$ cat config.mk
export PLATFORM = sky130hd
export DESIGN_NAME = key_calc_ctrl_flat
export DESIGN_NICKNAME = d
export VERILOG_FILES = /design/src/rtl/key_calc_ctrl_pkg.sv /design/src/rtl/key_calc_ctrl_if.sv /design/src/rtl/key_calc_ctrl_beep_timer.sv /design/src/rtl/key_calc_ctrl.sv /design/src/flat_wrapper.sv
export SDC_FILE = /design/constraint.sdc
export NUM_CORES = 1
export LEC_CHECK = 0
export CAP_MARGIN = 25
export CORE_UTILIZATION = 52
export CTS_BUF_LIST = sky130_fd_sc_hd__clkbuf_4 sky130_fd_sc_hd__clkbuf_8
export DETAILED_ROUTE_END_ITERATION = 8
export HOLD_SLACK_MARGIN = 0.03
export MAX_ROUTING_LAYER = met4
export PLACE_DENSITY = 0.83
export SLEW_MARGIN = 30
export SYNTH_ARGS = -nofsm -noshare
export SYNTH_HDL_FRONTEND = slang
export SYNTH_HIERARCHICAL = 1
export SYNTH_SLANG_ARGS = --single-unit
export TNS_END_PERCENT = 1
$ cat constraint.sdc
create_clock -name clk -period 2.7 [get_ports clk]
set_clock_uncertainty 0.15 [all_clocks]
set_input_delay 0.405 -clock clk [delete_from_list [all_inputs] [get_ports clk]]
set_output_delay 0.405 -clock clk [all_outputs]
set_load 0.01 [all_outputs]
$ cat src/rtl/key_calc_ctrl_pkg.sv
// Shared definitions for the key-driven calculator controller.
// Holds the controller state encoding, the key-code map and a small
// helper that classifies operand keys.
package key_calc_ctrl_pkg;

   typedef enum logic [2:0] {
      ST_IDLE,
      ST_GOT_A,
      ST_GOT_B,
      ST_ADD_WAIT,
      ST_SHOW
   } state_t;

   localparam int KEY_OP_MIN = 1;
   localparam int KEY_OP_MAX = 12;
   localparam int KEY_SAME   = 13;
   localparam int KEY_CLR    = 14;
   localparam int KEY_BEEP   = 15;
   localparam int KEY_EQ     = 16;

   function automatic logic is_operand(input int code);
      return (code >= KEY_OP_MIN) && (code <= KEY_OP_MAX);
   endfunction

endpackage

$ cat src/rtl/key_calc_ctrl_if.sv
// Bundle of all non-clock signals of the calculator controller.
//   key_valid/key_code/key_ready : debounced key handshake
//   op_a/op_b/add_req/add_ack/add_sum : external adder request/response
//   result/result_valid : registered sum for the LED display
//   buzzer/busy : beep output and adder-wait indication
// The master modport is the controller; the slave modport is its environment
// (keypad, adder, display).
interface key_calc_ctrl_if #(
   parameter int DATA_W = 5
);
   logic              key_valid;
   logic [DATA_W-1:0] key_code;
   logic              key_ready;
   logic [DATA_W-1:0] op_a;
   logic [DATA_W-1:0] op_b;
   logic              add_req;
   logic              add_ack;
   logic [DATA_W:0]   add_sum;
   logic [DATA_W:0]   result;
   logic              result_valid;
   logic              buzzer;
   logic              busy;

   modport master (
      input  key_valid, key_code, add_ack, add_sum,
      output key_ready, op_a, op_b, add_req, result, result_valid, buzzer, busy
   );

   modport slave (
      output key_valid, key_code, add_ack, add_sum,
      input  key_ready, op_a, op_b, add_req, result, result_valid, buzzer, busy
   );
endinterface

$ cat src/rtl/key_calc_ctrl_beep_timer.sv
// beep_timer: one-shot buzzer pulse generator.
//   clk, rst_n : clock, asynchronous active-low reset
//   load_i     : (re)start the pulse; a load while running restarts the count
//   buzzer_o   : registered, high for BEEP_CYCLES cycles after the last load
module beep_timer #(
   parameter int BEEP_CYCLES = 100000
) (
   input  logic clk,
   input  logic rst_n,
   input  logic load_i,
   output logic buzzer_o
);
   localparam int CNT_W = $clog2(BEEP_CYCLES + 1);

   logic [CNT_W-1:0] cnt_q, cnt_d;
   logic             buzzer_q;

   always_comb begin
      cnt_d = cnt_q;
      if (load_i) begin
         cnt_d = CNT_W'(BEEP_CYCLES);
      end else if (cnt_q != '0) begin
         cnt_d = cnt_q - 1'b1;
      end
   end

   // Buzzer tracks the counter value after the edge, so it rises together
   // with the load and stays high for exactly BEEP_CYCLES cycles.
   always_ff @(posedge clk or negedge rst_n) begin
      if (!rst_n) begin
         cnt_q    <= '0;
         buzzer_q <= 1'b0;
      end else begin
         cnt_q    <= cnt_d;
         buzzer_q <= (cnt_d != '0);
      end
   end

   assign buzzer_o = buzzer_q;
endmodule

$ cat src/rtl/key_calc_ctrl.sv
// key_calc_ctrl: keypad-driven two-operand adder controller.
//   clk, rst_n : clock, asynchronous active-low reset
//   bus        : key handshake, adder request/response, display and buzzer
// Operand keys fill op_a then op_b, equals issues an adder request and waits
// for the ack (bounded by ACK_TIMEOUT), the sum is held for display. Illegal
// actions and key 15 sound the buzzer via beep_timer.
module key_calc_ctrl
   import key_calc_ctrl_pkg::*;
#(
   parameter int DATA_W      = 5,
   parameter int BEEP_CYCLES = 100000,
   parameter int ACK_TIMEOUT = 1000
) (
   input  logic                  clk,
   input  logic                  rst_n,
   key_calc_ctrl_if.master       bus
);
   localparam int WAIT_W = $clog2(ACK_TIMEOUT + 1);

   state_t            state_q;
   logic [DATA_W-1:0] op_a_q, op_b_q;
   logic [DATA_W:0]   result_q;
   logic              result_valid_q;
   logic              add_req_q;
   logic              same_en_q;
   logic [WAIT_W-1:0] wait_cnt_q;

   int   code;
   logic accept, is_op, reject_same, reject_eq, timeout, beep_load;

   assign code   = int'(bus.key_code);
   assign accept = bus.key_valid && (state_q != ST_ADD_WAIT);
   assign is_op  = is_operand(code);

   // Second operand equal to the first is refused unless same-enable is set.
   assign reject_same = is_op && (state_q == ST_GOT_A || state_q == ST_GOT_B)
                        && (bus.key_code == op_a_q) && !same_en_q;
   assign reject_eq   = (code == KEY_EQ) && (state_q != ST_GOT_B);
   assign timeout     = (state_q == ST_ADD_WAIT) && !bus.add_ack
                        && (wait_cnt_q == WAIT_W'(ACK_TIMEOUT - 1));
   assign beep_load   = (accept && (code == KEY_BEEP || reject_same || reject_eq))
                        || timeout;

   always_ff @(posedge clk or negedge rst_n) begin
      if (!rst_n) begin
         state_q        <= ST_IDLE;
         op_a_q         <= '0;
         op_b_q         <= '0;
         result_q       <= '0;
         result_valid_q <= 1'b0;
         add_req_q      <= 1'b0;
         same_en_q      <= 1'b0;
         wait_cnt_q     <= '0;
      end else if (state_q == ST_ADD_WAIT) begin
         // Ack wins over a timeout landing on the same cycle.
         if (bus.add_ack) begin
            result_q       <= bus.add_sum;
            result_valid_q <= 1'b1;
            add_req_q      <= 1'b0;
            wait_cnt_q     <= '0;
            state_q        <= ST_SHOW;
         end else if (timeout) begin
            result_valid_q <= 1'b0;
            add_req_q      <= 1'b0;
            wait_cnt_q     <= '0;
            state_q        <= ST_IDLE;
         end else begin
            wait_cnt_q <= wait_cnt_q + 1'b1;
         end
      end else if (accept) begin
         if (code == KEY_CLR) begin
            op_a_q         <= '0;
            op_b_q         <= '0;
            result_q       <= '0;
            result_valid_q <= 1'b0;
            same_en_q      <= 1'b0;
            state_q        <= ST_IDLE;
         end else if (code == KEY_SAME) begin
            same_en_q <= 1'b1;
         end else if (is_op && !reject_same) begin
            if (state_q == ST_IDLE || state_q == ST_SHOW) begin
               op_a_q  <= bus.key_code;
               state_q <= ST_GOT_A;
            end else begin
               op_b_q  <= bus.key_code;
               state_q <= ST_GOT_B;
            end
         end else if (code == KEY_EQ && state_q == ST_GOT_B) begin
            add_req_q  <= 1'b1;
            wait_cnt_q <= '0;
            state_q    <= ST_ADD_WAIT;
         end
      end
   end

   beep_timer #(
      .BEEP_CYCLES (BEEP_CYCLES)
   ) u_beep (
      .clk      (clk),
      .rst_n    (rst_n),
      .load_i   (beep_load),
      .buzzer_o (bus.buzzer)
   );

   assign bus.key_ready    = (state_q != ST_ADD_WAIT);
   assign bus.busy         = (state_q == ST_ADD_WAIT);
   assign bus.op_a         = op_a_q;
   assign bus.op_b         = op_b_q;
   assign bus.add_req      = add_req_q;
   assign bus.result       = result_q;
   assign bus.result_valid = result_valid_q;
endmodule

$ cat src/flat_wrapper.sv
// flat-port wrapper written by rule: the top's interface ports become plain ports
module key_calc_ctrl_flat import key_calc_ctrl_pkg::*;
#(
   parameter int DATA_W      = 5,
   parameter int BEEP_CYCLES = 100000,
   parameter int ACK_TIMEOUT = 1000
)
  (clk, rst_n, bus_key_valid, bus_key_code, bus_add_ack, bus_add_sum, bus_key_ready, bus_op_a, bus_op_b, bus_add_req, bus_result, bus_result_valid, bus_buzzer, bus_busy);
  key_calc_ctrl_if #(.DATA_W(DATA_W)) bus_i ();
  input  logic clk;
  input  logic rst_n;
  input wire logic [$bits(bus_i.key_valid)-1:0] bus_key_valid;
  input wire logic [$bits(bus_i.key_code)-1:0] bus_key_code;
  input wire logic [$bits(bus_i.add_ack)-1:0] bus_add_ack;
  input wire logic [$bits(bus_i.add_sum)-1:0] bus_add_sum;
  output wire logic [$bits(bus_i.key_ready)-1:0] bus_key_ready;
  output wire logic [$bits(bus_i.op_a)-1:0] bus_op_a;
  output wire logic [$bits(bus_i.op_b)-1:0] bus_op_b;
  output wire logic [$bits(bus_i.add_req)-1:0] bus_add_req;
  output wire logic [$bits(bus_i.result)-1:0] bus_result;
  output wire logic [$bits(bus_i.result_valid)-1:0] bus_result_valid;
  output wire logic [$bits(bus_i.buzzer)-1:0] bus_buzzer;
  output wire logic [$bits(bus_i.busy)-1:0] bus_busy;
  assign bus_i.key_valid = bus_key_valid;
  assign bus_i.key_code = bus_key_code;
  assign bus_i.add_ack = bus_add_ack;
  assign bus_i.add_sum = bus_add_sum;
  assign bus_key_ready = bus_i.key_ready;
  assign bus_op_a = bus_i.op_a;
  assign bus_op_b = bus_i.op_b;
  assign bus_add_req = bus_i.add_req;
  assign bus_result = bus_i.result;
  assign bus_result_valid = bus_i.result_valid;
  assign bus_buzzer = bus_i.buzzer;
  assign bus_busy = bus_i.busy;
  key_calc_ctrl #(.DATA_W(DATA_W), .BEEP_CYCLES(BEEP_CYCLES), .ACK_TIMEOUT(ACK_TIMEOUT)) u_core (.clk(clk), .rst_n(rst_n), .bus(bus_i));
endmodule
==> results of run 1 <==
## what timing repair did
action | in CTS | in global routing
hold endpoints to repair | 28 | 0
resized for setup | 0 | 3
setup endpoints to repair | 0 | 1
hold buffers | 1 | 0
buffers inserted | 0 | 2
## worst register-to-register path, cell delays in order (launching register included)
cell and delay [ns]:
dfrtp_1 0.38, inv_1 0.08, ha_1 0.16, or4b_4 0.50, or2_2 0.34, o21ai_1 0.17, xor2_1 0.25, nor4b_4 0.24
nand4_1 0.11
## cells in the final DEF, fill, tap and decap left out, types with 4 or more instances in the layout
master	n
nand2_1	32
a21oi_1	9
buf_4	28
nand4_1	8
o21ai_1	14
dfrtp_1	50
clkdlybuf4s50_1	34
or3_1	6
nor2b_1	6
o21ai_0	12
clkbuf_8	5
xnor2_1	8
nor2_1	31
a31oi_1	5
and2_1	5
xor2_1	6
o31ai_1	7
nor3_1	8
nand2b_1	4
nand3_1	16
a22o_1	9
## cells in the mapped netlist, types with 5 or more instances
cell,number,area (sq um)
dfrtp_1,50,1251
nand2_1,32,120.1
nor2_1,31,116.4
nand3_1,16,80.08
o21ai_0,13,65.06
o21ai_1,13,65.06
a21oi_1,9,45.04
a22o_1,9,78.83
nand4_1,8,50.05
nor3_1,8,40.04
xnor2_1,8,70.07
o31ai_1,7,52.55
buf_6,6,67.56
nor2b_1,6,37.54
or3_1,6,37.54
xor2_1,6,52.55
a31oi_1,5,31.28
and2_1,5,31.28
## metrics by stage
stage | TNS, ns | instances | hold slack, ns | instance area (sq um)
finish | 0 | 436 | 0.3242 | 3590
global placement | -0.04163 | 425 | 0.2995 | 3440
CTS | 0 | 434 | 0.3269 | 3563
global route | -0.01478 | 436 | 0.3618 | 3590
detailed placement | -0.06596 | 425 | 0.3062 | 3440
floorplan | 0 | 308 | -0.04059 | 2917
## final cells by class
class,count,share of cell area [%]
timing repair buffer,64,15.75
inverter,3,0.3137
sequential,50,34.86
clock inverter,1,0.8365
tap,70,2.440
multi-input combinational,241,43.46
clock buffer,7,2.335
## worst min-delay path by stage
stage,startpoint,slack [ns],to,cells past startpoint
2_1_floorplan,rst_n,-0.04,u_core/bus.add_req,0
3_3_place_gp,u_core/bus.result[2],0.30,u_core/bus.result[2],2
3_5_place_dp,u_core/bus.result[3],0.31,u_core/bus.result[3],2
4_1_cts,u_core/bus.result[3],0.33,u_core/bus.result[3],2
5_1_grt,u_core/bus.op_b[4],0.36,u_core/bus.op_b[4],1
6_report,u_core/bus.result[0],0.32,u_core/bus.result[0],2
## registers in the layout (all words and copies together) (netlist names)
name / count
u_core/bus.result_valid: 1
u_core/bus.op_a: 5
u_core/bus.add_req: 1
u_core/state_q: 3
u_core/bus.result: 6
u_core/same_en_q: 1
u_core/bus.op_b: 5
u_core/wait_cnt_q: 10
u_core/u_beep/buzzer_o: 1
u_core/u_beep/cnt_q: 17
## logic make-up (layout without fill, tap and decap cells)
group                    Yosys count  in the layout
AND/OR/NAND/NOR                  149            149
AO/OA/AOI/OAI                     74             74
flip-flops                        50             50
buffers and inverters             17             75
XOR/XNOR                          14             14
adder cells (fa/ha/maj)            3              3
multiplexers                       1              1
## routing by layer
layer | vias up | track usage [%] | part of all wire, %
li1 | 1234 | - | -
met1 | 1200 | 31.56 | 46
met2 | 78 | 39.91 | 48
met3 | 10 | 4.286 | 4.4
met4 | 0 | 6.346 | 1.6
met5 | - | - | 0
## where the power goes
group	internal [mW]	switching, mW	leakage, nW
sequential	0.976	0.274	0.625
combinational	0.660	0.613	0.835
clock	0.298	0.242	0.0593
total	1.93	1.13	1.52
==> results.cfg, run 1 <==
[setup_path]
crit_end = u_core/u_beep/buzzer_o
worst-path-buf-inv = 2
reg2reg_from = u_core/u_beep/cnt_q[0]
r2r_cells = 8
cp.depth = 10
worstPathCellList = clkdlybuf4s50_1 -> nor4_4 -> buf_4 -> a31oi_1 -> a31oi_1 -> nand3_1 -> o21ai_0 -> nand4_1 -> nor4b_4 -> nand4_1
critPathKind = input port to register
crit_slowest_cell = clkdlybuf4s50_1
crit_arrival_ns = 2.53
max_stage_delay_ns = 0.52
r2r_end = u_core/u_beep/buzzer_o
worst-endpoint-required_ns = 2.72
cp-end-kind = register
crit_start = bus_key_code[1]
critPathTopFamily = simple AND/OR/NAND/NOR gates
reg2reg_setup_slack_ns = 0.20
crit_fanout = 5
start_kind = input port

[clock_network]
cts-root-buf = clkbuf_8
insertion_delay_ns = 0.30
cts_buffers = 5
h-tree-depth = 2
cts_tree = built
clk_pin_slew_ns = 0.09
clk_path_buf_depth = 2
cts.sinks = 50

[global_routing]
grt_max_degree = 31
grt_pass1_wl_microns = 11390
grt_overflow = 0
grt_pass1_vias = 2429
grt.total_usage_pct = 24.50
grt_antenna_before_repair = 0

[logic_synthesis]
yosysWarnings = 6
synth_async_sr_flop_share_pct = 100.0
synth_edf_count = 0
synthAdderAreaFrac_pct = 1.287
ys_seq_area_share_pct = 42.90
synth-seq-cells = 50
synthSimpleGateAreaFrac_pct = 30.03
synth_area_per_cell_sq_um = 9.469
synth_ff_type = dfrtp_1
synth_nets = 326
synthMuxAreaShare_pct = 0.3432
synth-compound-area-share_pct = 17.25
synthCells = 308
synth_top_family_by_area = simple AND/OR/NAND/NOR gates
synth_area_sq_mm = 0.002917
synth_xor_xnor_area_share_pct = 4.204
ys_types = 62

[floorplanning]
placeableCoreArea_sq_mm = 0.005238
rows = 26
die_x_microns = 76.89
io_pins = 36
die_area_sq_mm = 0.005912
dieHeight_microns = 76.89
start_util_pct = 55.69

[sta]
finalSetupViolCount = 0
max_freq_ghz = 0.3990
period_minus_slack_ns = 2.507
slew_viol_final = 0
min_period_over_period_pct = 92.84
tightest_slew_ns = 0.6597
hold_viol_final = 0
setup_slack_ns = 0.1934
max-slew-margin-rel_pct = 56.02

[final_layout]
layout-drive-gt1-share_pct = 18.03
nets = 383
ff_latch_area_sq_mm = 0.001251
multi_input_area_sq_mm = 0.001560
syn2layout_area_growth_pct = 23.08
final_core_util_pct = 68.54
fill_cells = 374
diodes = 0

[pwr]
leakage_nw = 1.519
power_mw = 3.063
ir_drop_uv = 457.3
power_density_mw_per_mm2 = 853.2

[drt]
vias = 2522
first_pass_iters = 4
wl_per_cell_microns = 14.62
ant_nets = 0
first_iter_violations = 141
drc = 0
vias_per_cell = 5.784
postRouteWirelength_microns = 6375

[outcome]
status = completed

[flow_run]
drv_cap = 0

[placement]
place_ws_ns = -0.06596
gp_congestion = 0.8906
portBuffers = 35
place_hpwl_microns = 4715

[min_path]
worstHoldPathType = register to register
Note: power is estimated with default switching activity, not from simulation.
==> run 2, diff against run 1 <==
CAP_MARGIN = unset   (was 25)
==> results of run 2 <==
Final layout, timing and power as in run 1 (identical DEF).
